## src/rtl/debug_step_ctrl.sv

```systemverilog
// ============================================================================
// Module   : debug_step_ctrl
// Brief    : Debug run-control: pause / single-step / divided free-run / burst
//            CPU clock-enable, executed-cycle counter and display-page select.
// Revision : 1.0 - initial release
// ============================================================================
`default_nettype none

module debug_step_ctrl #(
  parameter int unsigned RUN_DIV = 4,
  parameter int unsigned CNT_W   = 16,
  parameter int unsigned SEL_W   = 3,
  parameter int unsigned SEL_MAX = 5
) (
  input  logic             clk,
  input  logic             rst,
  input  logic             step_pulse,
  input  logic             run_pulse,
  input  logic             burst_pulse,
  input  logic             sel_pulse,
  input  logic [7:0]       burst_len,
  input  logic             halt,
  output logic             cpu_en,
  output logic [1:0]       mode,
  output logic [CNT_W-1:0] step_cnt,
  output logic [SEL_W-1:0] disp_sel
);

  localparam int unsigned DIV_W = (RUN_DIV > 1) ? $clog2(RUN_DIV) : 1;
  localparam logic [DIV_W-1:0] DIV_LAST = DIV_W'(RUN_DIV - 1);

  typedef enum logic [1:0] {
    PAUSE = 2'd0,
    STEP  = 2'd1,
    RUN   = 2'd2,
    BURST = 2'd3
  } state_t;

  state_t           state_q, state_d;
  logic             cpu_en_q, cpu_en_d;
  logic [DIV_W-1:0] div_cnt_q, div_cnt_d;
  logic [7:0]       remaining_q, remaining_d;
  logic [CNT_W-1:0] step_cnt_q;
  logic [SEL_W-1:0] disp_sel_q;

  always_ff @(posedge clk) begin
    if (rst) begin
      state_q     <= PAUSE;
      cpu_en_q    <= 1'b0;
      div_cnt_q   <= '0;
      remaining_q <= '0;
      step_cnt_q  <= '0;
      disp_sel_q  <= '0;
    end else begin
      state_q     <= state_d;
      cpu_en_q    <= cpu_en_d;
      div_cnt_q   <= div_cnt_d;
      remaining_q <= remaining_d;
      step_cnt_q  <= step_cnt_q + CNT_W'(cpu_en_q);
      if (sel_pulse) begin
        disp_sel_q <= (disp_sel_q == SEL_W'(SEL_MAX)) ? '0 : disp_sel_q + SEL_W'(1);
      end
    end
  end

  // cpu_en_d is derived from the next state so the enable lands in the same
  // cycle the new mode becomes visible.
  always_comb begin
    state_d     = state_q;
    cpu_en_d    = 1'b0;
    div_cnt_d   = div_cnt_q;
    remaining_d = remaining_q;
    case (state_q)
      PAUSE: begin
        div_cnt_d   = '0;
        remaining_d = '0;
        // The highest-priority pulse present wins even when it is then refused.
        if (run_pulse) begin
          if (!halt) begin
            state_d  = RUN;
            cpu_en_d = (div_cnt_d == DIV_LAST);
          end
        end else if (burst_pulse) begin
          if (!halt && (burst_len != 8'd0)) begin
            state_d     = BURST;
            remaining_d = burst_len;
            cpu_en_d    = 1'b1;
          end
        end else if (step_pulse) begin
          state_d  = STEP;
          cpu_en_d = 1'b1;
        end
      end
      STEP: begin
        state_d = PAUSE;
      end
      RUN: begin
        if (run_pulse || halt) begin
          state_d   = PAUSE;
          div_cnt_d = '0;
        end else begin
          div_cnt_d = (div_cnt_q == DIV_LAST) ? '0 : div_cnt_q + DIV_W'(1);
          cpu_en_d  = (div_cnt_d == DIV_LAST);
        end
      end
      BURST: begin
        if (run_pulse || halt || (remaining_q == 8'd1)) begin
          state_d     = PAUSE;
          remaining_d = '0;
        end else begin
          remaining_d = remaining_q - 8'd1;
          cpu_en_d    = 1'b1;
        end
      end
      default: begin
        state_d = PAUSE;
      end
    endcase
  end

  assign cpu_en   = cpu_en_q;
  assign mode     = state_q;
  assign step_cnt = step_cnt_q;
  assign disp_sel = disp_sel_q;

endmodule

`default_nettype wire
```

## config.mk

```make
export PLATFORM = sky130hd
export DESIGN_NAME = debug_step_ctrl
export DESIGN_NICKNAME = d
export VERILOG_FILES = /design/src/rtl/debug_step_ctrl.sv
export SDC_FILE = /design/constraint.sdc
export NUM_CORES = 1
export LEC_CHECK = 0
export CAP_MARGIN = 10
export CORE_MARGIN = 1.5
export CORE_UTILIZATION = 53
export CTS_BUF_LIST = sky130_fd_sc_hd__clkbuf_4 sky130_fd_sc_hd__clkbuf_8
export DETAILED_ROUTE_END_ITERATION = 10
export PLACE_DENSITY = 0.81
export SLEW_MARGIN = 5
export SYNTH_ARGS = -nofsm -noshare
export SYNTH_HDL_FRONTEND = slang
export SYNTH_SLANG_ARGS = --single-unit
export TNS_END_PERCENT = 50
```

## constraint.sdc

```tcl
create_clock -name clk -period 2.16 [get_ports clk]
set_input_delay 0.432 -clock clk [delete_from_list [all_inputs] [get_ports clk]]
set_output_delay 0.432 -clock clk [all_outputs]
set_load 0.005 [all_outputs]
```

; ---- Word level (Yosys, flattened, before mapping)
; Cells that the tools add are included.
[word_totals]
register_bits = 32
wordCells = 55
input_bits = 15
out_inout_bits = 22
[op_classes]
n_mux = 24
n_reduce_logical = 9
n_eq_ne = 12
addsub = 4
[op_table]
columns = op, n
row1 = $mux 8, 4
row2 = $mux 2, 9
row3 = $add 16x1->16, 1
row4 = $pmux 8 s2, 1
row5 = $eq 2x2->1 const B, 4
row6 = $eq 8x1->1 const B, 1
row7 = $ne 4x4->1 const B, 2
row8 = $pmux 2 s4, 1
row9 = $reduce_bool 8->1, 1
row10 = $sub 8x1->8 const B, 1
row11 = $mux 1, 6
row12 = $reduce_and 5->1, 1
row13 = $ne 2x2->1 const B, 2
row14 = $pmux 2 s2, 1
row15 = $reduce_bool 2->1, 2
row16 = $add 3x1->3 const B, 1
row17 = $eq 3x3->1 const B, 1
row18 = $mux 3, 1
row19 = $ne 3x3->1 const B, 1
row20 = $pmux 1 s3, 1
row21 = $add 2x1->2 const B, 1
row22 = $eq 2x1->1 const B, 1
row23 = $logic_not 2->1, 1
row24 = $logic_or 1x1->1, 2
row25 = 2 further kinds, 2

; ---- Logic depth before layout (Yosys ltp)
[logic_depth]
ltp_word = 6
mapped_depth = 7
mapped_depth_nobuf = 6

; ---- Worst setup path before layout
; Ideal clock, no wire load.
[synth_timing]
kind = flip-flop to flip-flop
start = register state_q[0], in the netlist mode[0]
end = register state_q[0], in the netlist mode[0]
setup_ns = 0.101
arrival_ns = 1.681
path_stages_with_launch = 7
path_buffers = 0
synth_period_minus_slack_ns = 1.782
required_ns = 2.059
setup_slack_ns = 0.378
path_cell_list = dfxtp_1 > inv_1 > ha_1 > nor2b_1 > a41o_1 > or2_2 > o41ai_1
[synth_via]
elab_chain_len = 3
word_cells_on_any_way = 11
classes_between = eq/ne (8) / mux (1) / reduce/logical (2)
[synth_rtl]
columns = item, line_no
row1 = start: declaration, 39  ; state_t state_q, state_d;
row2 = start signal: assignment, 55  ; state_q <= state_d;
row3 = $eq 2x2->1 or $logic_not 2->1 (tied branches), 73  ; case (state_q)
row4 = "$ne 2x2->1 (no source line), or another cell as far along", -
row5 = $reduce_and 5->1 (no source line), -
; Parallel ways exist; a longest one is shown, timed or not.
; A chain may end at the register's enable or synchronous reset.

; ---- Worst setup path after layout
; Same ends and word-level chain as after synthesis.

==> summary.txt <==
Worst-Skew Late Latency = 0.33 ns
Normalized max-slew margin = 60.4%
Average via count per standard cell = 5.74
Setup repair after global routing missed its margin = no
Delay of the slowest cell on the worst path = 0.43 ns
Post-Syn Instances = 201
Total routed wirelength = 3.97 mm
Count of flip-flops with a built-in enable after synthesis = 0
WP data required = 2.39 ns
Final-report setup violation count = 0
CP bufs+invs = 1
Number of buffers on the longest clock path = 2
Series of cell instances along the critical path = inv_1, ha_1, nor2b_1, a41o_1, or2_2, o41ai_1
Power density cells = 598 mW/mm²
Initial antenna violation count = 0
Largest net degree at the start of global routing = 20
Number of nets in the layout = 270
Hold Buf Count CTS = 0
Post-detailed-route DRC marker count = 0
Endpoint, Worst Hold = step_cnt[15]$_SDFF_PP0_
Post-synthesis to final-layout area growth = 26.5%
Netlist area before placement = 0.00177 mm²
Area fraction of the dominant cell type after synthesis = 36.1%
Cell with the largest stage delay on the worst path = sky130_fd_sc_hd__dfxtp_1
Die outline area = 0.00370 mm²
Peak supply drop = 0.349 mV
Number of rows created at floorplan = 20
Average cell area after synthesis = 8.82 µm²
Fmax = 498 MHz
Starting Density = 57.1%
Fill count = 279
Vias post-DR = 1654
Reg-to-Reg End = mode[0]$_SDFFE_PP0P_
Root Buffer = sky130_fd_sc_hd__clkbuf_4
Die X = 60.8 µm
Arrival time at the worst endpoint = 2.24 ns
Number of routed nets with antenna violations = 0
Number of violations of the max-capacitance limit = 0
Overall track demand over capacity in global routing = 24.7%
Fin crit share = 93.0%
Minimum period implied by the final worst setup slack = 2.01 ns
Crit path max-delay family = compound AO/OA/AOI/OAI gates
Half-perimeter wire length after detailed placement = 3.05 mm
Number of DRC markers after the initial detailed-route iteration = 160
Clock tree sinks = 32
Final instance area = 0.00224 mm²
Hold path cells = 2
Path type of the worst min-delay path = flop to flop
Share of synthesized registers carrying an async set or reset = 0%
I/O pins = 37
Layout Cells excl Fill = 288
HP Start = step_cnt[15]$_SDFF_PP0_
Slack of the worst reg-to-reg path = 0.15 ns
Cell area after placement = 0.00219 mm²
Critical-path maximum fanout = 5
Quantity of I/O buffers inserted on ports = 36
Maximum clock skew at final layout = 0.00510 ns
# diodes = 0
# resized after CTS = 0
Synthesized Nets = 227
Number of pins exceeding their max-slew limit in the final report = 0
Last weighted congestion value of the routability-driven placer = 0.979
Run status = finished, final reports clean
Aggregate negative setup slack = 0 ns
Worst Reg-to-Reg Cells = 6
Flop and latch count out of synthesis = 32
Crit. End Element = flop
Die Ht = 60.8 µm
Final Power = 1.34 mW
Placeable core region = 0.00310 mm²
Global-route wire length before repair = 6.83 mm
Hold Fails Final Rpt = 0
Number of distinct library cell variants in the gate-level netlist after synthesis = 47
Beginning of the worst register-to-register path = mode[0]$_SDFFE_PP0P_
Slew at the pin with the worst max-slew slack = 0.589 ns
Setup crit start kind = flop
Largest cells by area after synthesis = sky130_fd_sc_hd__dfxtp_1 36%, sky130_fd_sc_hd__ha_1 7.8%, sky130_fd_sc_hd__nor2_1 5.1%
Yosys Warn Count = 0
Stages on worst setup path = 6
Portion of the post-synthesis area used by sequential elements = 36.1%
Share of final-layout standard cells stronger than drive strength 1 = 10.7%
Number of setup buffers added after CTS = 0
Total overflow reported by the global router = 0
Area leader, netlist = sky130_fd_sc_hd__dfxtp_1
Leakage = 0.823 nW
Clock-pin slew reported for the worst setup and hold paths after clock tree synthesis = 0.09 ns
Placed cells = 281
H-tree level count = 2
Worst setup path category = flop to flop
First-pass iteration count of the detailed router = 4
Num CTS Buffers = 5
Per-cell routed wire length = 13.8 µm
Most common flop cell mapped by yosys = sky130_fd_sc_hd__dfxtp_1
Number of global-route vias before repair = 1634
TritonCTS clock tree = done
-- final cells by class --
type                    instances  area (µm²)  share of cell area (%)
clock buffers                   6        45.0                    2.01
clock inverters                 1        5.00                   0.223
inverters                      10        37.5                    1.67
multi-input cells             150        1030                    46.0
flip-flops and latches         32         641                    28.6
well taps                      44        55.1                    2.45
repair buffers                 45         428                    19.1
-- cells in the mapped netlist (all sizes together), types with 2 or more instances --
cell and count:
buf 6, nor2b 5, and3 3, nor3b 7, nor2 24, o21ai 2, o41ai 2, nor3 5
a221oi 2, a32oi 3, clkbuf 3, a22oi 2, nand3 9, inv 10, nor4 3, o311ai 2
or3 3, a211oi 4, o221ai 3, o32ai 2, or2 2, xnor2 6, dfxtp 32, xor2 5
nand4 7, ha 11, nand2 14, nand3b 2, a21oi 11
-- where the power goes --
group | switching [mW] | internal [mW] | total (mW)
clock | 0.197 | 0.132 | 0.329
sequential | 0.0353 | 0.621 | 0.657
combinational | 0.189 | 0.165 | 0.354
total | 0.421 | 0.919 | 1.34
-- metal layers --
metal | part of all wire [%] | vias to the layer above | GRT usage [%] | wire [µm]
met1 | 43 | 762 | 29.5 | 1710
met3 | 6.3 | 10 | 5.97 | 251
met5 | 0 | - | 0 | 0
met4 | 2.3 | 0 | 11.8 | 93
li1 | - | 816 | - | -
met2 | 48 | 66 | 41.8 | 1910
-- how the worst max path moves through the flow --
stage                         startpoint                   end  slack [ns]
finish              mode[0]$_SDFFE_PP0P_  mode[0]$_SDFFE_PP0P_        0.15
global route        mode[0]$_SDFFE_PP0P_  mode[0]$_SDFFE_PP0P_       0.003
CTS                 mode[0]$_SDFFE_PP0P_  mode[0]$_SDFFE_PP0P_        0.13
detailed placement             run_pulse  mode[0]$_SDFFE_PP0P_      -0.008
global placement               run_pulse  mode[0]$_SDFFE_PP0P_        0.07
floorplan           mode[0]$_SDFFE_PP0P_  mode[0]$_SDFFE_PP0P_        0.38
-- per-stage QoR --
step | hold WS (ns) | util [%] | setup slack (ns)
after floorplan | 0.474 | - | 0.378
after global placement | 0.474 | 70.7 | 0.0715
after detailed placement | 0.494 | 70.7 | -0.00771
after CTS | 0.507 | 72.3 | 0.126
after global routing | 0.548 | 72.3 | 0.00289
final | 0.503 | 72.3 | 0.151
-- kinds of logic after synthesis --
logic type                 share of synthesized area [%]
xor gates and xnor gates                            5.43
and+or+nand+nor                                     27.5
adders and majority gates                           7.76
AOI/OAI and AO/OA                                   16.9
muxes                                              0.635
buffers and inverters                               5.65
DFF                                                 36.1
-- registers in the layout (all words and copies together) (netlist names) --
signal,cells
div_cnt_q,2
cpu_en,1
mode,2
step_cnt,16
disp_sel,3
remaining_q,8
-- worst reg2reg max path: stages (launching register included) --
cell	delay, ns
sky130_fd_sc_hd__dfxtp_1	0.43
sky130_fd_sc_hd__inv_1	0.12
sky130_fd_sc_hd__ha_1	0.28
sky130_fd_sc_hd__nor2b_1	0.17
sky130_fd_sc_hd__a41o_1	0.29
sky130_fd_sc_hd__or2_2	0.32
sky130_fd_sc_hd__o41ai_1	0.29
-- layout by cell type, fill, tap and decap left out, types with 2 or more instances in the layout --
master                             n
sky130_fd_sc_hd__a221oi_1          2
sky130_fd_sc_hd__dfxtp_1          32
sky130_fd_sc_hd__nand4_1           7
sky130_fd_sc_hd__nor2_1           24
sky130_fd_sc_hd__buf_4             9
sky130_fd_sc_hd__or3_1             3
sky130_fd_sc_hd__o21ai_0           2
sky130_fd_sc_hd__a211oi_1          4
sky130_fd_sc_hd__a21oi_1           9
sky130_fd_sc_hd__nor3_1            5
sky130_fd_sc_hd__nor2b_1           5
sky130_fd_sc_hd__nand3b_1          2
sky130_fd_sc_hd__and3_1            3
sky130_fd_sc_hd__nor4_1            2
sky130_fd_sc_hd__o32ai_1           2
sky130_fd_sc_hd__a21oi_2           2
sky130_fd_sc_hd__nand2_1          14
sky130_fd_sc_hd__a22oi_1           2
sky130_fd_sc_hd__o221ai_1          3
sky130_fd_sc_hd__nand3_1           9
sky130_fd_sc_hd__or2_2             2
sky130_fd_sc_hd__inv_1            10
sky130_fd_sc_hd__ha_1             11
sky130_fd_sc_hd__nor3b_1           7
sky130_fd_sc_hd__xor2_1            5
sky130_fd_sc_hd__xnor2_1           6
sky130_fd_sc_hd__clkbuf_4          6
sky130_fd_sc_hd__a32oi_1           3
sky130_fd_sc_hd__clkdlybuf4s50_1  36
Power figures use the tool's default switching activity.
